[config.mk]
export PLATFORM = sky130hd
export DESIGN_NAME = sram_confreg
export DESIGN_NICKNAME = d
export VERILOG_FILES = /design/src/rtl/sram_confreg_pkg.sv /design/src/rtl/sram_confreg_sync2.sv /design/src/rtl/sram_confreg.sv
export SDC_FILE = /design/constraint.sdc
export NUM_CORES = 1
export LEC_CHECK = 0
export BUFFER_PORTS_ARGS = -buffer_cell sky130_fd_sc_hd__clkbuf_2
export CAP_MARGIN = 15
export CORE_ASPECT_RATIO = 0.9
export CORE_MARGIN = 4
export CORE_UTILIZATION = 35
export DETAILED_ROUTE_END_ITERATION = 16
export PLACE_DENSITY = 0.53
export SYNTH_ARGS = -nofsm -noshare
export SYNTH_HDL_FRONTEND = slang
export SYNTH_SLANG_ARGS = --single-unit
[constraint.sdc]
create_clock -name clk -period 7.22 [get_ports clk]
set_input_delay 1.444 -clock clk [delete_from_list [all_inputs] [get_ports clk]]
set_output_delay 1.444 -clock clk [all_outputs]
set_load 0.03 [all_outputs]
[src/rtl/sram_confreg_pkg.sv]
// sram_confreg_pkg: shared constants for the SRAM-port configuration/timer
// peripheral. Holds the default address window, the register offset map,
// the STATUS/CTRL bit positions and a byte-lane merge helper.
package sram_confreg_pkg;

  // Physical address bits [31:16] decoded by default.
  localparam logic [15:0] BASE_HI_DEF = 16'h1faf;

  // Word-aligned register offsets within the 64 KiB window.
  localparam logic [15:0] OFF_LED     = 16'h0000;
  localparam logic [15:0] OFF_SWITCH  = 16'h0004;
  localparam logic [15:0] OFF_COUNT   = 16'h0008;
  localparam logic [15:0] OFF_COMPARE = 16'h000c;
  localparam logic [15:0] OFF_STATUS  = 16'h0010;
  localparam logic [15:0] OFF_CTRL    = 16'h0014;
  localparam logic [15:0] OFF_SCRATCH = 16'h0018;

  // Bit positions inside STATUS and CTRL.
  localparam int unsigned STATUS_PENDING_BIT = 0;
  localparam int unsigned CTRL_IE_BIT        = 0;

  // Replace the byte lanes of old_v selected by be with those of new_v.
  function automatic logic [31:0] byte_merge(input logic [31:0] old_v,
                                             input logic [31:0] new_v,
                                             input logic [3:0]  be);
    logic [31:0] r;
    r = old_v;
    for (int unsigned i = 0; i < 4; i++) begin
      if (be[i]) r[8*i +: 8] = new_v[8*i +: 8];
    end
    return r;
  endfunction

endpackage

[src/rtl/sram_confreg_sync2.sv]
// sram_confreg_sync2: parameterised-width two-flop synchronizer with
// asynchronous active-high reset.
//   clk  in   sampling clock
//   rst  in   asynchronous active-high reset (both stages clear to 0)
//   d    in   W-bit asynchronous input
//   q    out  W-bit synchronized output (two clk edges of latency)
module sram_confreg_sync2 #(
  parameter int unsigned W = 8
) (
  input  logic         clk,
  input  logic         rst,
  input  logic [W-1:0] d,
  output logic [W-1:0] q
);

  logic [W-1:0] meta_q, meta_d;
  logic [W-1:0] sync_q, sync_d;

  always_comb begin
    meta_d = d;
    sync_d = meta_q;
  end

  always_ff @(posedge clk or posedge rst) begin
    if (rst) begin
      meta_q <= '0;
      sync_q <= '0;
    end else begin
      meta_q <= meta_d;
      sync_q <= sync_d;
    end
  end

  assign q = sync_q;

endmodule

[src/rtl/sram_confreg.sv]
// sram_confreg: memory-mapped LED / switch / scratch / timer peripheral on
// the responder side of an SRAM-like data port. Reads return data one cycle
// after the request edge; writes take effect at the request edge.
//   clk        in   sole clock, rising edge
//   rst        in   asynchronous active-high reset
//   en         in   access request this cycle
//   wen[3:0]   in   byte write enables; 0 with en=1 is a read
//   addr[31:0] in   physical byte address; [31:16] selects block, [1:0] ignored
//   wdata[31:0]in   write data
//   rdata[31:0]out  registered read data (0 for miss / unmapped offset)
//   sw         in   asynchronous switch inputs (SW_W bits)
//   led        out  LED register (LED_W bits)
//   timer_int  out  registered (pending & enable)
module sram_confreg
  import sram_confreg_pkg::*;
#(
  parameter logic [15:0] BASE_HI = BASE_HI_DEF,
  parameter int unsigned LED_W   = 16,
  parameter int unsigned SW_W    = 8
) (
  input  logic             clk,
  input  logic             rst,
  input  logic             en,
  input  logic [3:0]       wen,
  input  logic [31:0]      addr,
  input  logic [31:0]      wdata,
  output logic [31:0]      rdata,
  input  logic [SW_W-1:0]  sw,
  output logic [LED_W-1:0] led,
  output logic             timer_int
);

  logic [LED_W-1:0] led_q, led_d;
  logic [31:0]      count_q, count_d;
  logic [31:0]      compare_q, compare_d;
  logic             pending_q, pending_d;
  logic             enable_q, enable_d;
  logic [31:0]      scratch_q, scratch_d;
  logic [31:0]      rdata_q, rdata_d;
  logic             timer_int_q, timer_int_d;

  logic [SW_W-1:0]  sw_sync;
  logic [31:0]      led_ext;
  logic [31:0]      sw_ext;
  logic [15:0]      off;
  logic             hit;
  logic             wr;
  logic             rd;
  logic             match;
  logic [31:0]      count_inc;
  logic [31:0]      rd_val;
  logic             unused_addr_lsbs;

  sram_confreg_sync2 #(.W(SW_W)) u_sw_sync (
    .clk (clk),
    .rst (rst),
    .d   (sw),
    .q   (sw_sync)
  );

  assign unused_addr_lsbs = ^addr[1:0];

  always_comb begin
    led_ext = '0;
    led_ext[LED_W-1:0] = led_q;
    sw_ext = '0;
    sw_ext[SW_W-1:0] = sw_sync;
  end

  always_comb begin
    hit       = en && (addr[31:16] == BASE_HI);
    off       = {addr[15:2], 2'b00};
    wr        = hit && (wen != 4'b0000);
    // Misses with wen=0 still count as reads so that they return 0.
    rd        = en && (wen == 4'b0000);
    count_inc = count_q + 32'd1;
    match     = (count_q == compare_q) && (compare_q != '0);
  end

  // Read mux: sees register state before the sampling edge.
  always_comb begin
    rd_val = '0;
    if (hit) begin
      case (off)
        OFF_LED:     rd_val = led_ext;
        OFF_SWITCH:  rd_val = sw_ext;
        OFF_COUNT:   rd_val = count_q;
        OFF_COMPARE: rd_val = compare_q;
        OFF_STATUS:  rd_val[STATUS_PENDING_BIT] = pending_q;
        OFF_CTRL:    rd_val[CTRL_IE_BIT] = enable_q;
        OFF_SCRATCH: rd_val = scratch_q;
        default:     rd_val = '0;
      endcase
    end
  end

  always_comb begin
    led_d       = led_q;
    count_d     = count_inc;
    compare_d   = compare_q;
    pending_d   = pending_q;
    enable_d    = enable_q;
    scratch_d   = scratch_q;
    rdata_d     = rdata_q;
    timer_int_d = pending_q && enable_q;

    if (rd) rdata_d = rd_val;

    if (wr) begin
      case (off)
        OFF_LED:     led_d     = LED_W'(byte_merge(led_ext, wdata, wen));
        // Unwritten COUNT bytes carry the incremented value.
        OFF_COUNT:   count_d   = byte_merge(count_inc, wdata, wen);
        OFF_COMPARE: compare_d = byte_merge(compare_q, wdata, wen);
        OFF_STATUS: begin
          if (wen[STATUS_PENDING_BIT / 8] && wdata[STATUS_PENDING_BIT])
            pending_d = 1'b0;
        end
        OFF_CTRL: begin
          if (wen[CTRL_IE_BIT / 8]) enable_d = wdata[CTRL_IE_BIT];
        end
        OFF_SCRATCH: scratch_d = byte_merge(scratch_q, wdata, wen);
        default: ;
      endcase
    end

    // A match on the same edge as a W1C keeps pending set.
    if (match) pending_d = 1'b1;
  end

  always_ff @(posedge clk or posedge rst) begin
    if (rst) begin
      led_q       <= '0;
      count_q     <= '0;
      compare_q   <= '0;
      pending_q   <= 1'b0;
      enable_q    <= 1'b0;
      scratch_q   <= '0;
      rdata_q     <= '0;
      timer_int_q <= 1'b0;
    end else begin
      led_q       <= led_d;
      count_q     <= count_d;
      compare_q   <= compare_d;
      pending_q   <= pending_d;
      enable_q    <= enable_d;
      scratch_q   <= scratch_d;
      rdata_q     <= rdata_d;
      timer_int_q <= timer_int_d;
    end
  end

  assign rdata     = rdata_q;
  assign led       = led_q;
  assign timer_int = timer_int_q;

endmodule
**After elaboration in Yosys (flattened, before gate mapping)**

Cells that the tools add are included.

- Register bits after elaboration: 163
- Logic and storage cells: 64

- $add $sub $neg: 1
- Eq/ne operators: 8
- Mux-type cells: 13
- Reduce and logical (&&, ||, !) cells: 25

Operators with widths:

| kind | count |
|---|---|
| $pmux 31 s5 | 1 |
| $mux 32 | 3 |
| $eq 14x3->1 const B | 3 |
| $reduce_and 3->1 | 12 |
| $add 32x1->32 const B | 1 |
| $eq 32x32->1 | 1 |
| $mux 8 | 4 |
| $reduce_bool 32->1 | 1 |
| $eq 14x2->1 const B | 2 |
| $eq 16x13->1 const B | 1 |
| $logic_not 16->1 | 1 |
| $eq 14x1->1 const B | 1 |
| $pmux 1 s7 | 1 |
| $logic_and 1x1->1 | 6 |
| $reduce_bool 2->1 | 3 |
| $logic_not 4->1 | 1 |
| $mux 1 | 4 |
| $reduce_bool 4->1 | 1 |

**Depth between registers and ports, before layout**

- Word-level depth: 5
- Gate-level depth with buffers: 8

**Modules after synthesis**

Synthesis repeated with hierarchy kept, for this count alone.

- Cell total of the unflattened synthesis: 677
- Area, all modules: 7772.5 um^2

Modules (own cells, without submodules):

| module | times used | cells an instance | area each (um^2) | sequential area each (um^2) |
|---|---|---|---|---|
| sram_confreg | 1 | 660 | 7368.3 | 3678.5 |
| sram_confreg_sync2 | 1 | 17 | 404.1 | 400.4 |

**Worst setup path before layout**

OpenSTA, ideal clock, no wires.

- Kind: input-to-reg
- Start: input port addr[7]
- End: register scratch_q[16]
- Setup time: 125 ps
- Arrival time: 3383 ps
- Data required time: 7095 ps
- Slack: 3712 ps
- Cell stages on the path: 8
- Buffers on the path: 3
- Cell sequence: or4_1 -> buf_2 -> or3_1 -> buf_6 -> nor2_8 -> and3_4 -> buf_8 -> mux2_4

- Cells in the longest elaborated chain, start to end: 2

RTL lines:

| element | line | RTL |
|---|---|---|
| start: declaration | sram_confreg.sv:25 | `input logic [31:0] addr,` |
| $eq 14x3->1 | sram_confreg.sv:110 | `case (off)` |
| $reduce_and 3->1 (no line) | - |  |
| end signal: assignment | sram_confreg.sv:147 | `scratch_q <= scratch_d;` |
| end: declaration | sram_confreg.sv:38 | `logic [31:0] scratch_q, scratch_d;` |

No other way between the ends.
A chain may end at the register's enable or synchronous reset.

**Worst setup path after layout**

- Start: input port addr[2]
- End: register led_q[5] (netlist: led[5])

- Cells in the longest elaborated chain, start to end: 2

RTL lines:

| element | line | RTL |
|---|---|---|
| $logic_not 16->1 | sram_confreg.sv:110 |  |
| $reduce_and 3->1 (no line) | - |  |
| end signal: assignment | sram_confreg.sv:142 | `led_q <= led_d;` |
| end: declaration | sram_confreg.sv:33 | `logic [LED_W-1:0] led_q, led_d;` |

No other way between the ends.

==> flow_summary.ini <==
[status]
status = complete, no violations

[critical_path]
reg2regPathDepth = 6
worst_ep_required_time_ns = 7.54
ff2ff_setup_slack_ns = 4.61
slowest_delay_ns = 0.71
cp_slowest_cell = nor4_4
path_cells = clkbuf_2 -> or4_1 -> nor4_4 -> nand3_1 -> mux2_2
crit_fanout = 27
cp.arrival_ns = 4.34
criticalPathCategory = primary input to flip-flop
critPathBufInv = 1
r2r_start = count_q[0]
crit_family = simple AND/OR/NAND/NOR gates
endpoint_kind = flip-flop
r2r-end = count_q[26]
cp-start-kind = primary input

[layout]
multiInputGateArea_um2 = 3670
n_fill_cell = 2210
seq_area_um2 = 4080
nNetsFinal = 876
drive_above_1_share_pct = 32.5
antenna_cells = 0
area_delta_synth_final_pct = 18.0

[hold_path]
hold_start = u_sw_sync.meta_q[7]
hold_path_class = flip-flop to flip-flop
holdPathEnd = u_sw_sync.q[7]
whs_path_depth = 0

[clocking]
cts_root_buf = clkbuf_16
cts_setup_buffers = 0
numCtsBuffers = 17
cts_repair_resize_count = 0
cts_tree = built
clock-sinks = 163
clockBufferDepth = 2
cts_hold_buf = 0
insertion_delay_ns = 0.43
h-tree-depth = 4
cts.clk_slew.worst_paths_ns = 0.07

[yosys]
yosys_warnings = 0
yosys_most_used_dff = dfrtp_1
synth-seq-area-share_pct = 51.2
ys_types = 50
async_flop_share_pct = 100
syn-instance-count = 689
synth_edf_count = 0
yosysTopAreaCell = dfrtp_1
syn_avg_cell_area_um2 = 11.6
syn_area_um2 = 7960
yosysTopAreaCellShare_pct = 51.2
synth_nets = 769
ys_ff_latch = 163
netlist_top_cells_area = dfrtp_1 (51%), mux2_2 (8.8%), mux2_4 (4.5%)

[global_route]
globalRoute.totalOverflow = 0
grt_start_max_net_pins = 95
grt_pass1_vias = 5990
antenna_found_initial = 0
grt_pass1_wl_um = 35000
grt_use_total_pct = 17.9

[routing]
vias = 5888
routedWlPerCell_um = 20.0
first_iter_violations = 475
routed_via_density = 5.32
drc = 0
dr.pass1.iters = 7
ant_nets = 0
drt_wl_total_um = 22100

[sta]
fin_skew_ns = 0.0105
finalCritPeriodShare_pct = 55.8
fmax_mhz = 248
slew_headroom_pct = 28.1
hold_viol_final = 0
slew_violations = 0
tightestPinTransition_ns = 1.07
fin_crit_ns = 4.03
tns_ns = 0
rsz0062_at_grt = false
final-setup-viol-count = 0

[floorplan]
fp.dieW_um = 167
die_y_um = 151
io-pin-count = 128
die_area_um2 = 25200
core_area_um2 = 22400
start_util_pct = 35.5
row_count = 52

[power_and_ir_drop]
power_density_nw_per_um2 = 204
vdd_drop_max_mv = 0.116
p_total_mw = 1.92
p_leak_nw = 4.39

[placement]
place.gp.congestion = 0.829
io_buffers = 125
dp_hpwl_um = 15600

[flow_run]
max_cap_viol_count = 0
-- cell usage after synthesis, types with 2 or more instances --
cell type and n:
nor2_1 41, buf_4 6, nand2b_1 3, inv_1 2, a31oi_1 3, nor3b_1 7, buf_8 3, xnor2_1 27
nand3_1 19, buf_2 5, a22o_1 5, or4_1 3, a21oi_1 41, a22oi_1 3, nor4_1 15, dfrtp_1 163
nand4b_1 2, nor3_1 5, nor4_2 5, and3_4 3, nor2b_1 4, and3_1 16, o2bb2ai_1 4, o21ai_0 38
mux2_2 62, xor2_1 35, mux2_1 8, mux2_4 24, and2_1 4, a222oi_1 23, nand2_1 42, nand4_1 26
clkbuf_1 25
-- layer usage --
metal / vias to the layer above / GRT usage, % / share of wire [%]
li1: 2755 / - / -
met4: 0 / 5.69 / 1.6
met5: - / 0 / 0
met3: 24 / 2.79 / 4.7
met1: 2946 / 25.9 / 49
met2: 163 / 27.8 / 45
-- final cells by class --
type                            count  share of cell area, %
Clock buffer                       17                   4.53
Timing Repair Buffer              130                   7.06
Clock inverter                     15                   1.82
Tap cell                          297                   3.96
Multi-Input combinational cell    482                   39.1
Sequential cell                   163                   43.4
Inverter                            2                  0.133
-- sequential cells by signal, summed over array words and instances, names as in the netlist, 8 cells and up --
name	count
count_q	32
u_sw_sync.q	8
scratch_q	32
rdata	32
u_sw_sync.meta_q	8
led	16
compare_q	32
-- how the worst max path moves through the flow --
stage / from / end / slack [ns] / cells past startpoint
2_1_floorplan: rst / compare_q[0] / 1.37 / 1
3_3_place_gp: addr[2] / led[5] / 2.73 / 5
3_5_place_dp: addr[2] / led[5] / 2.65 / 5
4_1_cts: addr[2] / led[2] / 3.11 / 5
5_1_grt: addr[2] / led[6] / 3.04 / 5
6_report: addr[2] / led[5] / 3.19 / 5
-- through the flow --
stage	hold slack (ns)	setup WS, ns	utilization [%]	instances	instance area, um^2
5_1_grt	0.357	3.04	41.9	1106	9400
4_1_cts	0.352	3.11	41.9	1106	9400
3_3_place_gp	0.331	2.73	39.2	1074	8800
2_1_floorplan	0.331	1.37	-	689	7960
3_5_place_dp	0.336	2.65	39.2	1074	8800
6_report	0.350	3.19	41.9	1106	9400
-- cell usage in the layout, fill, tap and decap left out, types with 4 or more instances in the layout --
master,count
a21oi_1,41
a222oi_1,23
a22o_1,5
and2_1,4
and3_1,16
buf_4,5
clkbuf_16,17
clkbuf_2,125
clkinv_4,4
clkinvlp_4,4
dfrtp_1,163
inv_6,5
mux2_1,8
mux2_2,62
mux2_4,24
nand2_1,42
nand3_1,19
nand4_1,26
nor2_1,41
nor2b_1,4
nor3_1,5
nor3b_1,7
nor4_1,14
nor4_2,4
o21ai_0,38
o2bb2ai_1,4
xnor2_1,27
xor2_1,35
-- power breakdown --
| group | switching, mW | internal (mW) |
|---|---|---|
| combinational | 0.0492 | 0.0222 |
| clock | 0.408 | 0.518 |
| sequential | 0.00113 | 0.917 |
-- cell families (layout without fill, tap and decap cells) --
kind of cell | Yosys count | after routing | share of synthesized area [%]
buffers and inverters | 44 | 164 | 2.97
flip-flops | 163 | 163 | 51.2
AND/OR/NAND/NOR | 205 | 205 | 14.7
adder cells (fa/ha/maj) | 1 | 1 | 0.157
multiplexers | 95 | 95 | 14.5
XOR/XNOR | 62 | 62 | 6.82
AO/OA/AOI/OAI | 119 | 119 | 9.60
Power figures use the tool's default switching activity.
